**src/rtl/dmem_port_arbiter.sv**
```systemverilog
`default_nettype none
// ============================================================================
// Module   : dmem_port_arbiter
// Purpose  : Shares one fixed-latency data-memory port between the pipeline
//            MEM stage (P) and a debug/loader port (D). An FSM runs each
//            access, and the MEM-stage stall is held while a P access waits.
// Revision : 1.0 - initial release
// ============================================================================
module dmem_port_arbiter #(
   parameter int AW       = 32,
   parameter int DW       = 32,
   parameter int MEM_LAT  = 1,
   parameter int MAX_WAIT = 8
) (
   input  logic          clk,
   input  logic          rst,
   input  logic          p_rd,
   input  logic          p_wr,
   input  logic [AW-1:0] p_addr,
   input  logic [DW-1:0] p_wdata,
   output logic          stall_mem,
   output logic          p_ack,
   output logic [DW-1:0] p_rdata,
   input  logic          d_req,
   input  logic          d_we,
   input  logic [AW-1:0] d_addr,
   input  logic [DW-1:0] d_wdata,
   output logic          d_ack,
   output logic [DW-1:0] d_rdata,
   output logic          mem_en,
   output logic          mem_we,
   output logic [AW-1:0] mem_addr,
   output logic [DW-1:0] mem_wdata,
   input  logic [DW-1:0] mem_rdata
);

   typedef enum logic [1:0] {
      S_IDLE  = 2'd0,
      S_ISSUE = 2'd1,
      S_WAIT  = 2'd2,
      S_DONE  = 2'd3
   } arbState_t;

   localparam logic       c_OWNER_P  = 1'b0;
   localparam logic       c_OWNER_D  = 1'b1;
   localparam logic [3:0] c_LAT_INIT = 4'(MEM_LAT - 1);
   localparam logic [7:0] c_MAX_WAIT = 8'(MAX_WAIT);

   arbState_t     r_state;
   logic          r_owner;
   logic [3:0]    r_latCnt;
   logic [7:0]    r_dWait;
   logic          r_memEn;
   logic          r_memWe;
   logic [AW-1:0] r_memAddr;
   logic [DW-1:0] r_memWdata;
   logic [DW-1:0] r_pRdata;
   logic [DW-1:0] r_dRdata;
   logic          r_pAck;
   logic          r_dAck;

   logic          w_pReq;
   logic          w_grantD;

   // A simultaneous read+write from the pipeline is treated as a write.
   assign w_pReq   = p_rd | p_wr;
   // D wins when alone, or when it has lost MAX_WAIT arbitrations in a row.
   assign w_grantD = d_req & (~w_pReq | (r_dWait == c_MAX_WAIT));

   // Access sequencer: arbitration, memory strobe, latency count, acks.
   always_ff @(posedge clk or negedge rst) begin
      if (!rst) begin
         r_state    <= S_IDLE;
         r_owner    <= c_OWNER_P;
         r_latCnt   <= 4'd0;
         r_dWait    <= 8'd0;
         r_memEn    <= 1'b0;
         r_memWe    <= 1'b0;
         r_memAddr  <= '0;
         r_memWdata <= '0;
         r_pRdata   <= '0;
         r_dRdata   <= '0;
         r_pAck     <= 1'b0;
         r_dAck     <= 1'b0;
      end else begin
         r_memEn <= 1'b0;
         r_memWe <= 1'b0;
         r_pAck  <= 1'b0;
         r_dAck  <= 1'b0;
         case (r_state)
            S_IDLE: begin
               if (w_pReq | d_req) begin
                  r_state <= S_ISSUE;
                  r_memEn <= 1'b1;
                  if (w_grantD) begin
                     r_owner    <= c_OWNER_D;
                     r_memWe    <= d_we;
                     r_memAddr  <= d_addr;
                     r_memWdata <= d_wdata;
                     r_dWait    <= 8'd0;
                  end else begin
                     r_owner    <= c_OWNER_P;
                     r_memWe    <= p_wr;
                     r_memAddr  <= p_addr;
                     r_memWdata <= p_wdata;
                     if (d_req && (r_dWait != c_MAX_WAIT)) begin
                        r_dWait <= r_dWait + 8'd1;
                     end
                  end
               end
            end
            S_ISSUE: begin
               // r_memWe still holds the latched direction during ISSUE.
               if (r_memWe) begin
                  r_state <= S_DONE;
                  r_pAck  <= (r_owner == c_OWNER_P);
                  r_dAck  <= (r_owner == c_OWNER_D);
               end else begin
                  r_state  <= S_WAIT;
                  r_latCnt <= c_LAT_INIT;
               end
            end
            S_WAIT: begin
               if (r_latCnt == 4'd0) begin
                  r_state <= S_DONE;
                  if (r_owner == c_OWNER_P) begin
                     r_pRdata <= mem_rdata;
                     r_pAck   <= 1'b1;
                  end else begin
                     r_dRdata <= mem_rdata;
                     r_dAck   <= 1'b1;
                  end
               end else begin
                  r_latCnt <= r_latCnt - 4'd1;
               end
            end
            default: begin
               r_state <= S_IDLE;
            end
         endcase
      end
   end

   // Pipeline stalls on any P request until the P access reaches DONE.
   assign stall_mem = rst & w_pReq & ~((r_state == S_DONE) & (r_owner == c_OWNER_P));

   assign p_ack     = r_pAck;
   assign p_rdata   = r_pRdata;
   assign d_ack     = r_dAck;
   assign d_rdata   = r_dRdata;
   assign mem_en    = r_memEn;
   assign mem_we    = r_memWe;
   assign mem_addr  = r_memAddr;
   assign mem_wdata = r_memWdata;

endmodule
`default_nettype wire

```
**config.mk**
```make
export PLATFORM = sky130hd
export DESIGN_NAME = dmem_port_arbiter
export DESIGN_NICKNAME = d
export VERILOG_FILES = /design/src/rtl/dmem_port_arbiter.sv
export SDC_FILE = /design/constraint.sdc
export NUM_CORES = 1
export LEC_CHECK = 0
export ABC_AREA = 0
export CAP_MARGIN = 40
export CORE_UTILIZATION = 35
export CTS_CLUSTER_DIAMETER = 40
export CTS_CLUSTER_SIZE = 40
export DETAILED_ROUTE_END_ITERATION = 10
export GPL_ROUTABILITY_DRIVEN = 0
export MAX_ROUTING_LAYER = met4
export PLACE_DENSITY = 0.7
export SLEW_MARGIN = 10
export SYNTH_ARGS = -nofsm -noshare
export SYNTH_HDL_FRONTEND = slang
export SYNTH_SLANG_ARGS = --single-unit
```
**constraint.sdc**
```tcl
create_clock -name clk -period 3.2 [get_ports clk]
set_input_delay 0.32 -clock clk [delete_from_list [all_inputs] [get_ports clk]]
set_output_delay 0.32 -clock clk [all_outputs]
set_load 0.05 [all_outputs]
```
==> results.json, run 1 <==
{
  "status": "completed",
  "hold_path_class": "in -> async",
  "slew_violations": 0,
  "ios": 299,
  "final_cells": 1132,
  "synth_fa_ha_area_frac": 0.01574,
  "tightestPinTransition_ns": 0.7682,
  "nets": 1068,
  "ys_types": 41,
  "die_x_um": 136.8,
  "final_common_cell": "clkdlybuf4s50_1",
  "critical_path.max_stage_delay_ns": 0.86,
  "power_density_mw_per_mm2": 1223,
  "setup_viol": 0,
  "fillCellCount": 1525,
  "placed_area_mm2": 0.009538,
  "rrSetupSlack_ns": 0.81,
  "final_antenna_net_count": 0,
  "num_rows": 48,
  "ys_ff_latch": 147,
  "antenna_found_initial": 0,
  "skew_ns": 0.01175,
  "drive_gt1_frac": 0.05402,
  "cts-root-buf": "clkbuf_16",
  "final_util": 0.5776,
  "ys_warn_count": 0,
  "cts_setup_buffers": 0,
  "synth_area_leader_cell": "dfrtp_1",
  "start_kind": "primary input",
  "synth_xor_area_frac": 0.002754,
  "cts_resized": 0,
  "vias_per_cell": 4.799,
  "static-leakage-power_nw": 4.215,
  "ctsHtreeMaxLevel": 4,
  "ys_top_cells_by_area": "dfrtp_1 58%, mux2_1 11%, nand2_1 8.5%",
  "portBuffers": 298,
  "critPathMaxFanout": 25,
  "fin_crit_ns": 2.547,
  "grt_pass1_vias": 5252,
  "synth_area_mm2": 0.006360,
  "critPathKind": "in -> out",
  "grt_pass1_wl_um": 27600,
  "synth-simple-area-share": 0.1560,
  "die_h_um": 136.8,
  "cp.required_ns": 2.88,
  "fin_tns_setup_ns": 0,
  "synth_top_family_by_area": "simple AND/OR/NAND/NOR gates",
  "area_delta_synth_final_pct": 59.26,
  "synth_nets": 778,
  "crit_arrival_ns": 2.23,
  "grt_usage": 0.2005,
  "routed_wirelength_um": 18060,
  "crit_chain": "dlygate4sd3_1, buf_6, inv_1, a211oi_1, clkdlybuf4s50_1",
  "placed_cells": 1099,
  "maxSlewHeadroom": 0.4879,
  "gr-total-overflow": 0,
  "clockBufferDepth": 2,
  "grt_max_degree": 77,
  "ir_drop_uv": 783.5,
  "cts_made_buffers": 17,
  "critPathSlowestCell": "clkdlybuf4s50_1",
  "critical_path.top_delay_family": "buffers and inverters",
  "rsz0062_at_grt": "no",
  "antenna_cells": 0,
  "cts_hold_buf": 1,
  "final_cell_mix": "297 x clkdlybuf4s50_1, 147 x dfrtp_1, 144 x nand2_1, 74 x nor2_1, 65 x a31oi_1",
  "core_area_mm2": 0.01754,
  "drtPass1Iterations": 5,
  "fmax_ghz": 0.3926,
  "synth_cells": 604,
  "cts_sinks": 147,
  "crit_path_end_kind": "output pin",
  "stdcell_area_mm2": 0.01013,
  "initial_core_util": 0.3627,
  "num_vias": 5432,
  "die_area_mm2": 0.01871,
  "synth.top_cell.area_share": 0.5784,
  "dpl.hpwl_um": 13200,
  "wl_per_cell_um": 15.95,
  "path_buf_inv": 4,
  "clock_latency_ns": 0.41,
  "finalHoldViolCount": 0,
  "drc": 0,
  "synthMuxAreaShare": 0.1151,
  "syn_area_per_cell_um2": 10.53,
  "seq_area_frac_synth": 0.5784,
  "fin_crit_sh": 0.7961,
  "max_cap_viol_count": 0,
  "cts_tree": "yes",
  "drtIter0Drc": 234,
  "whs_ns": 0.3198,
  "cts.reportedPaths.clkPinSlew_ns": 0.07,
  "synth-compound-area-share": 0.09404
}
## sequential cells by signal (all words and copies together), names as in the netlist, 2 cells and up
register   flops
r_state        2
mem_wdata     32
mem_addr      32
d_rdata       32
r_latCnt       4
p_rdata       32
r_dWait        8
## routing by layer
metal  vias to the layer above  global-route usage  share of wire
met1                      2528              0.2411           0.42
met3                        14             0.06556          0.096
met4                         0             0.05861          0.013
li1                       2646                   -              -
met2                       244              0.3206           0.47
met5                         -                   -              0
## worst reg2reg max path, cell delays in order (launching register included)
cell and delay (ns):
dfrtp_1 0.40, inv_1 0.06, ha_1 0.21, nor4bb_2 0.20, a21oi_4 0.60, buf_4 0.51, nand2_1 0.16, a31oi_1 0.18
## kinds of logic (layout without fill, tap and decap cells)
logic type	after synthesis	count (layout)
AND/OR/NAND/NOR	241	241
flip-flops	147	147
AO/OA/AOI/OAI	95	95
multiplexers	65	65
buffers and inverters	46	349
adder cells (fa/ha/maj)	8	8
XOR/XNOR	2	2
## metrics by stage
| stage | setup WS [ns] | total power [mW] |
|---|---|---|
| global route | 0.5360 | 13.07 |
| floorplan | 1.133 | 8.046 |
| detailed placement | 0.5875 | 10.51 |
| CTS | 0.6317 | 12.52 |
| finish | 0.6526 | 12.39 |
| global placement | 0.6650 | 10.42 |
## Yosys cell counts (all sizes together)
master and instances:
a211oi 1, a21boi 1, a21o 1, a21oi 5, a22o 3, a22oi 1, a31o 1, a31oi 65
a41o 1, and2 1, and3 1, buf 24, clkbuf 13, dfrtp 147, ha 8, inv 9
mux2 65, nand2 144, nand2b 3, nand3 3, nand3b 1, nor2 74, nor2b 1, nor3 5
nor3b 2, nor4 1, nor4b 1, nor4bb 1, o21ai 11, o22ai 3, o2bb2ai 2, or3 1
or3b 1, or4 1, xnor2 2
## final cells by class
class                           instances  area [um^2]  area share
Multi-Input combinational cell        411         2460      0.2429
Clock buffer                           18        439.2     0.04336
Clock inverter                         14        141.4     0.01396
Sequential cell                       147         3679      0.3632
Tap cell                              225        281.5     0.02779
Inverter                                9        33.78    0.003335
Timing Repair Buffer                  308         3094      0.3055
## power breakdown
part	total, mW	switching (mW)	internal, mW
sequential	3.22	0.462	2.76
combinational	7.20	4.75	2.45
clock	1.97	0.850	1.12
total	12.4	6.07	6.32
## worst paths after layout
path                                    startpoint                        end  depth (start not counted)
setup reg to reg            r_dWait[0]$_DFFE_PN0P_  mem_wdata[16]$_DFFE_PN0P_                          7
max in group asynchronous                      rst   mem_addr[17]$_DFFE_PN0P_                          3
hold reg to reg            p_rdata[31]$_DFFE_PN0P_    p_rdata[31]$_DFFE_PN0P_                          1
setup / recovery                               rst                  stall_mem                          5
hold / removal                                 rst    p_rdata[22]$_DFFE_PN0P_                          2
min in group clk                        d_addr[12]   mem_addr[12]$_DFFE_PN0P_                          3
Power figures use the tool's default switching activity.
==> run 2: changes to the inputs <==
Settings changed: PLACE_DENSITY 0.7 to 0.73.
Clock period 3.2 ns to 2 ns, I/O delays scaled along.
==> run 2 against run 1 <==
Flip-flop and latch count is the same; critical endpoint is now mem_addr[10]$_DFFE_PN0P_; critical path depth grew 3; non-clock buffer count grew 6; hold slack gained 0.0034 ns.
==> results.json, run 2 (synthesis results as in run 1) <==
{
  "tightestPinTransition_ns": 0.8805,
  "die_area_mm2": 0.01871,
  "cts-root-buf": "clkbuf_16",
  "maxSlewHeadroom": 0.4130,
  "num_vias": 5534,
  "drtPass1Iterations": 7,
  "crit_chain": "inv_1, ha_1, nor4bb_2, buf_4, a21oi_4, buf_6, nand2_1, a31oi_1",
  "die_x_um": 136.8,
  "critPathMaxFanout": 27,
  "cts.reportedPaths.clkPinSlew_ns": 0.06,
  "start_kind": "flop",
  "multi_input_area_mm2": 0.002465,
  "fin_crit_sh": 0.9195,
  "num_rows": 48,
  "grt_max_degree": 148,
  "core_area_mm2": 0.01754,
  "drtIter0Drc": 171,
  "die_h_um": 136.8,
  "clockBufferDepth": 2,
  "critPathSlowestCell": "dfrtp_1",
  "stdcell_area_mm2": 0.01024,
  "critical_path.max_stage_delay_ns": 0.41,
  "cts_tree": "yes",
  "vias_per_cell": 4.859,
  "ir_drop_uv": 1197,
  "dpl.hpwl_um": 13370,
  "fmax_ghz": 0.5437,
  "skew_ns": 0.01463,
  "cts_made_buffers": 17,
  "reg2reg_from": "r_dWait[0]$_DFFE_PN0P_",
  "drive_gt1_frac": 0.06243,
  "area_delta_synth_final_pct": 61.01,
  "routed_wirelength_um": 18400,
  "wl_per_cell_um": 16.16,
  "fillCellCount": 1495,
  "seqCellArea_mm2": 0.003679,
  "grt_usage": 0.2092,
  "cts_sinks": 147,
  "slew_violations": 0,
  "max_cap_viol_count": 0,
  "portBuffers": 298,
  "final_cell_mix": "296 x clkdlybuf4s50_1, 147 x dfrtp_1, 144 x nand2_1, 74 x nor2_1, 65 x a31oi_1",
  "clock_latency_ns": 0.42,
  "final_common_cell": "clkdlybuf4s50_1",
  "crit_arrival_ns": 2.17,
  "reg2reg_to": "mem_addr[10]$_DFFE_PN0P_",
  "rsz0062_at_grt": "no",
  "crit_path_end_kind": "flop",
  "finalHoldViolCount": 0,
  "setup_ws_ns": 0.1609,
  "grt_pass1_vias": 5611,
  "fin_crit_ns": 1.839,
  "setup_viol": 0,
  "startpoint": "r_dWait[0]$_DFFE_PN0P_",
  "critPathKind": "reg -> reg",
  "power_density_mw_per_mm2": 1955,
  "pre_cts_ws_ns": 0.05270,
  "placed_area_mm2": 0.009653,
  "cp.required_ns": 2.33,
  "crit_end": "mem_addr[10]$_DFFE_PN0P_",
  "r2r_cells": 8,
  "final_antenna_net_count": 0,
  "rrSetupSlack_ns": 0.16,
  "ctsHtreeMaxLevel": 4,
  "fin_tns_setup_ns": 0,
  "antenna_found_initial": 1,
  "drc": 0,
  "hold_path_class": "in -> reg",
  "gr-total-overflow": 0,
  "grt_pass1_wl_um": 28910,
  "static-leakage-power_nw": 4.264,
  "nets": 1074,
  "ios": 299,
  "initial_core_util": 0.3627,
  "status": "completed"
}
[run 2: how the worst min path moves through the flow]
stage	from	to	slack (ns)	cells past startpoint
floorplan	rst	d_ack$_DFF_PN0_	-0.1	0
global placement	rst	r_owner$_DFFE_PN0P_	0.41	2
detailed placement	rst	mem_wdata[23]$_DFFE_PN0P_	0.42	2
CTS	d_we	mem_we$_DFF_PN0_	0.30	3
global route	p_addr[0]	mem_addr[0]$_DFFE_PN0P_	0.33	3
finish	d_we	mem_we$_DFF_PN0_	0.32	3
[run 2: critical path: cells and delay by family, from the launching register on]
kind / cells / cell delay (ns)
compound gates: 2 / 0.38
fa+ha+maj: 1 / 0.22
buf+inv: 3 / 0.47
flops: 1 / 0.41
simple gates: 2 / 0.26
[run 2: per-layer routing]
layer / vias to the layer above / global-route usage / share of wire
met5: - / - / 0
met4: 0 / 0.05800 / 0.012
met3: 16 / 0.07259 / 0.094
met2: 237 / 0.3432 / 0.48
met1: 2611 / 0.2428 / 0.41
li1: 2670 / - / -
[run 2: power breakdown]
part | internal (mW) | total (mW) | switching [mW]
combinational | 4.09 | 11.7 | 7.63
sequential | 4.41 | 5.19 | 0.780
clock | 1.75 | 3.10 | 1.36
[run 2: layout make-up]
type	count	share of cell area
Clock buffer	17	0.04154
Antenna cell	1	0.0002444
Clock inverter	15	0.01417
Tap cell	225	0.02749
Timing Repair Buffer	314	0.3133
Multi-Input combinational cell	411	0.2407
Sequential cell	147	0.3592
Inverter	9	0.003299
[run 2: repair_timing]
| item | 4_1_cts | 5_1_grt |
|---|---|---|
| gates resized for setup | 0 | 1 |
| endpoints found under the hold margin | 147 | 0 |
| endpoints found under the setup margin | 0 | 18 |
| setup buffers | 0 | 0 |
| hold buffers | 1 | 0 |
[run 2: stage by stage]
stage	utilization	instances	power, mW	hold slack [ns]
floorplan	-	604	12.87	-0.09559
global placement	0.5504	1105	16.90	0.4143
detailed placement	0.5504	1105	17.05	0.4161
CTS	0.5835	1138	20.23	0.3017
global route	0.5839	1139	21.15	0.3314
finish	0.5839	1139	20.02	0.3232
==> edit 1: new RTL, config.mk and constraints of run 2 <==
Re-encode `arbState_t` (4 states) as one-hot, 4 bits wide.
--- a/src/rtl/dmem_port_arbiter.sv
+++ b/src/rtl/dmem_port_arbiter.sv
@@ -34,11 +34,11 @@
    input  logic [DW-1:0] mem_rdata
 );
 
-   typedef enum logic [1:0] {
-      S_IDLE  = 2'd0,
-      S_ISSUE = 2'd1,
-      S_WAIT  = 2'd2,
-      S_DONE  = 2'd3
+   typedef enum logic [3:0] {
+      S_IDLE  = 4'b0001,
+      S_ISSUE = 4'b0010,
+      S_WAIT  = 4'b0100,
+      S_DONE  = 4'b1000
    } arbState_t;
 
    localparam logic       c_OWNER_P  = 1'b0;
Function: no difference found for any inputs over 4 cycles, from zero or initial values and one cycle with rst low; so few cycles prove little.
==> edit 1 against run 2 <==
- worst setup slack worse by 0.064 ns
- first-iteration DRC count fell by 7.6%
- total power down 5.5%
- count of clock-buffer cells in the layout unchanged
- cell area rose by 2.2%
- critical endpoint is now mem_addr[28]$_DFFE_PN0P_
- area after synthesis increased by 0.85%
- routed wire length fell by 6.8%
- sequential cell count rose by 2
==> edit 1: results (changes against run 2) <==
<table>
<tr><th>Metric</th><th>Value</th></tr>
<tr><th colspan="2">Global route</th></tr>
<tr><td>Initial antenna violation count</td><td>0 (-1)</td></tr>
<tr><td>Wire length of the first global-routing pass</td><td>26200 um (-9.3%)</td></tr>
<tr><td>Via count of the first global-routing pass</td><td>5119 (-8.8%)</td></tr>
<tr><td>Met3 Track Usage GR</td><td>6.40% (-0.86 points)</td></tr>
<tr><td>Aggregate global-route resource usage</td><td>19.1% (-1.8 points)</td></tr>
<tr><td>Maximum number of pins on one net before global-route repair</td><td>65 (-56%)</td></tr>
<tr><th colspan="2">Detailed routing</th></tr>
<tr><td>Met2 routed wirelength</td><td>8220 um (-7.2%)</td></tr>
<tr><td>Routed metal-1 wire length</td><td>7190 um (-5.4%)</td></tr>
<tr><td>Routed vias/inst</td><td>4.72 (-2.9%)</td></tr>
<tr><th colspan="2">Finish</th></tr>
<tr><td>Sequential cell area in the final layout</td><td>3730 um2 (+1.4%)</td></tr>
<tr><td>Filler cells</td><td>1510 (+1.0%)</td></tr>
<tr><td>Diodes inserted</td><td>0 (-1)</td></tr>
<tr><td>Net count reported at finish</td><td>1018 (-5.2%)</td></tr>
<tr><td>Portion of the layout cell area used by clock cells</td><td>5.45% (-0.12 points)</td></tr>
<tr><td>Area taken by multi-input logic gates</td><td>2500 um2 (+1.3%)</td></tr>
<tr><th colspan="2">Yosys</th></tr>
<tr><td>Leading post-synthesis cells by instance count</td><td>dfrtp_1 (148), nor2_1 (77), a21oi_1 (65), mux2i_1 (65), mux2_1 (52)</td></tr>
<tr><td>Number of synthesized register bits</td><td>149 (+1.4%)</td></tr>
<tr><td>Proportion of synthesized chip area in sequential cells</td><td>58.2% (+0.31 points)</td></tr>
<tr><td>Distinct cell type count after synthesis</td><td>43 (+4.9%)</td></tr>
<tr><th colspan="2">Power</th></tr>
<tr><td>VDD IR-drop max</td><td>1.16 mV (-3.2%)</td></tr>
<tr><th colspan="2">Critical path</th></tr>
<tr><td>Peak per-stage delay on the critical path</td><td>0.54 ns (+0.13 ns)</td></tr>
<tr><td>Worst-path fanout max</td><td>16 (-41%)</td></tr>
<tr><td>R2R setup slack</td><td>0.1 ns (-0.06 ns)</td></tr>
<tr><th colspan="2">Outcome</th></tr>
<tr><td>Outcome</td><td>finished, final reports clean</td></tr>
<tr><th colspan="2">Die</th></tr>
<tr><td>Area of the die</td><td>18900 um2 (+0.84%)</td></tr>
</table>
==> edit 1: cell types whose count changed after synthesis, sizes merged, moves of 4 or more <==
cell | run 2 | this run
a21oi | 5 | 65
a31oi | 65 | 0
clkbuf | 13 | 6
ha | 8 | 4
mux2i | 0 | 65
nand2 | 144 | 11
nand4 | 0 | 4
nor3 | 5 | 1
o21ai | 11 | 5
xor2 | 0 | 6
==> edit 1: power by group <==
part	total, uW	internal [uW]	switching (uW)
sequential	5220	4420	803
combinational	10600	3730	6890
clock	3070	1740	1330
total	18900	9890	9030
==> edit 1: worst paths after layout <==
path                                                  to              startpoint
worst max-delay path            mem_addr[28]$_DFFE_PN0P_  r_dWait[4]$_DFFE_PN0P_
worst min-delay path              p_rdata[5]$_DFFE_PN0P_                     rst
worst max register to register  mem_addr[28]$_DFFE_PN0P_  r_dWait[4]$_DFFE_PN0P_
worst min register to register    p_rdata[2]$_DFFE_PN0P_  p_rdata[2]$_DFFE_PN0P_
max in group asynchronous       mem_addr[14]$_DFFE_PN0P_                     rst
min in group clk                 p_rdata[15]$_DFFE_PN0P_           mem_rdata[15]
==> edit 1: stage by stage <==
step	setup TNS, ns	cells	power, uW	worst slack (ns)	util (%)
6_report	0	1090	18900	0.0969	58.3
5_1_grt	0	1090	19900	0.0171	58.3
4_1_cts	0	1084	19100	0.0331	58.0
3_5_place_dp	-0.0763	1051	15900	-0.0701	54.7
3_3_place_gp	-0.0351	1050	15800	-0.0351	54.5
2_1_floorplan	0	524	12000	0.115	-
==> edit 1: cells by family after synthesis <==
family                   Yosys count  synth area share [%]
flip-flops                       149                  58.2
multiplexers                     129                  21.4
AND/OR/NAND/NOR                  120                  8.95
AO/OA/AOI/OAI                     77                  6.48
buffers and inverters             38                  3.30
XOR/XNOR                           7                 0.956
adder cells (fa/ha/maj)            4                 0.780
==> edit 2: new RTL, settings of run 2 <==
Without the edit above. `AW`: 32 -> 64.
--- a/src/rtl/dmem_port_arbiter.sv
+++ b/src/rtl/dmem_port_arbiter.sv
@@ -7,7 +7,7 @@
 // Revision : 1.0 - initial release
 // ============================================================================
 module dmem_port_arbiter #(
-   parameter int AW       = 32,
+   parameter int AW       = 64,
    parameter int DW       = 32,
    parameter int MEM_LAT  = 1,
    parameter int MAX_WAIT = 8
Ports: changed (resized d_addr, mem_addr and p_addr); port bits go from 299 to 395. No check against the original RTL was run, so the function may have changed too.
==> edit 2 against run 2 <==
- sequential cell count increased by 32
- cell area increased by 26%
- area after synthesis increased by 23%
- routed wire length increased by 38%
- total power increased by 26%
- worst setup slack got worse by 0.057 ns
- sequential power increased by 23%
- combinational power increased by 32%
- critical path type is now flip-flop to output pin
- largest power group unchanged
==> edit 2: results (changes against run 2) <==
<table>
<tr><th>Metric</th><th>Value</th></tr>
<tr><th colspan="2">Finish</th></tr>
<tr><td>Net count reported at finish</td><td>1414 (+32%)</td></tr>
<tr><td>Non-filler cells in the finished layout</td><td>1472 (+29%)</td></tr>
<tr><td>Portion of the layout cell area used by clock cells</td><td>4.63% (-0.94 points)</td></tr>
<tr><td>Sequential cell area in the final layout</td><td>4480 um2 (+22%)</td></tr>
<tr><td># clk buffers</td><td>18 (+1)</td></tr>
<tr><td>Comb_multi_in</td><td>544 (+32%)</td></tr>
<tr><td>Non-clock buffer area fraction after layout</td><td>33.6% (+2.3 points)</td></tr>
<tr><th colspan="2">Yosys</th></tr>
<tr><td>Gate Count Post-Synth</td><td>783 (+30%)</td></tr>
<tr><td>Compound-gate portion of the synthesized area</td><td>9.86% (+0.45 points)</td></tr>
<tr><td>Cells taking the most area after synthesis</td><td>dfrtp_1 (57%), nand2_1 (9.8%), mux2_2 (8.6%), a31oi_1 (7.8%), nor2_1 (5.4%)</td></tr>
<tr><td>Portion of netlist area occupied by mux cells</td><td>9.76% (-1.7 points)</td></tr>
<tr><td>Post-synthesis instance area</td><td>7830 um2 (+23%)</td></tr>
<tr><td>Proportion of synthesized chip area in sequential cells</td><td>57.2% (-0.65 points)</td></tr>
<tr><th colspan="2">Global route</th></tr>
<tr><td>Wire length of the first global-routing pass</td><td>37800 um (+31%)</td></tr>
<tr><td>Aggregate global-route resource usage</td><td>22.4% (+1.5 points)</td></tr>
<tr><td>Maximum number of pins on one net before global-route repair</td><td>180 (+22%)</td></tr>
<tr><th colspan="2">Detailed routing</th></tr>
<tr><td>Number of search-and-repair iterations in the first detailed-routing pass</td><td>5 (-2)</td></tr>
<tr><td>DRC violation total after the first TritonRoute iteration</td><td>333 (+95%)</td></tr>
<tr><th colspan="2">Place</th></tr>
<tr><td>Placed cell areas</td><td>12300 um2 (+27%)</td></tr>
<tr><th colspan="2">Critical path</th></tr>
<tr><td>Peak per-stage delay on the critical path</td><td>0.83 ns (+0.42 ns)</td></tr>
<tr><td>Cell at the slowest stage of the critical path</td><td>clkdlybuf4s50_1</td></tr>
<tr><th colspan="2">STA</th></tr>
<tr><td>Worst clock skew on the final layout</td><td>0.0229 ns (+0.00831 ns)</td></tr>
<tr><th colspan="2">Worst hold path</th></tr>
<tr><td>Worst Hold Class</td><td>primary input to asynchronous set/reset pin</td></tr>
<tr><th colspan="2">Power</th></tr>
<tr><td>Cell-internal power</td><td>12800 uW (+25%)</td></tr>
<tr><td>Power consumed by the clock network</td><td>3420 uW (+10%)</td></tr>
<tr><th colspan="2">CTS</th></tr>
<tr><td>Clock slew at the register clock pins of the worst setup and hold paths</td><td>0.08 ns (+0.02 ns)</td></tr>
<tr><td>Clock sink total</td><td>179 (+22%)</td></tr>
<tr><th colspan="2">Outcome</th></tr>
<tr><td>Outcome</td><td>finished, final reports clean</td></tr>
</table>
-- edit 2: final timing paths --
kind	startpoint	end	slack, ns	depth (start not counted)
worst max-delay path	mem_wdata[19]$_DFFE_PN0P_	mem_wdata[19]	0.10	1
worst min-delay path	rst	r_latCnt[3]$_DFFE_PN0P_	0.01	2
worst max register to register	r_dWait[0]$_DFFE_PN0P_	mem_wdata[16]$_DFFE_PN0P_	0.14	8
worst min register to register	p_rdata[30]$_DFFE_PN0P_	p_rdata[30]$_DFFE_PN0P_	0.49	1
max in group asynchronous	rst	mem_addr[55]$_DFFE_PN0P_	1.32	2
min in group clk	d_wdata[9]	mem_wdata[9]$_DFFE_PN0P_	0.32	3
-- edit 2: layer usage --
metal | share of wire [%] | vias to the layer above | global-route usage, %
met5 | 0 | - | -
met4 | 1.8 | 0 | 7.38
met3 | 7.7 | 31 | 5.27
met2 | 51 | 285 | 37.1
met1 | 40 | 3441 | 26.9
li1 | - | 3449 | -
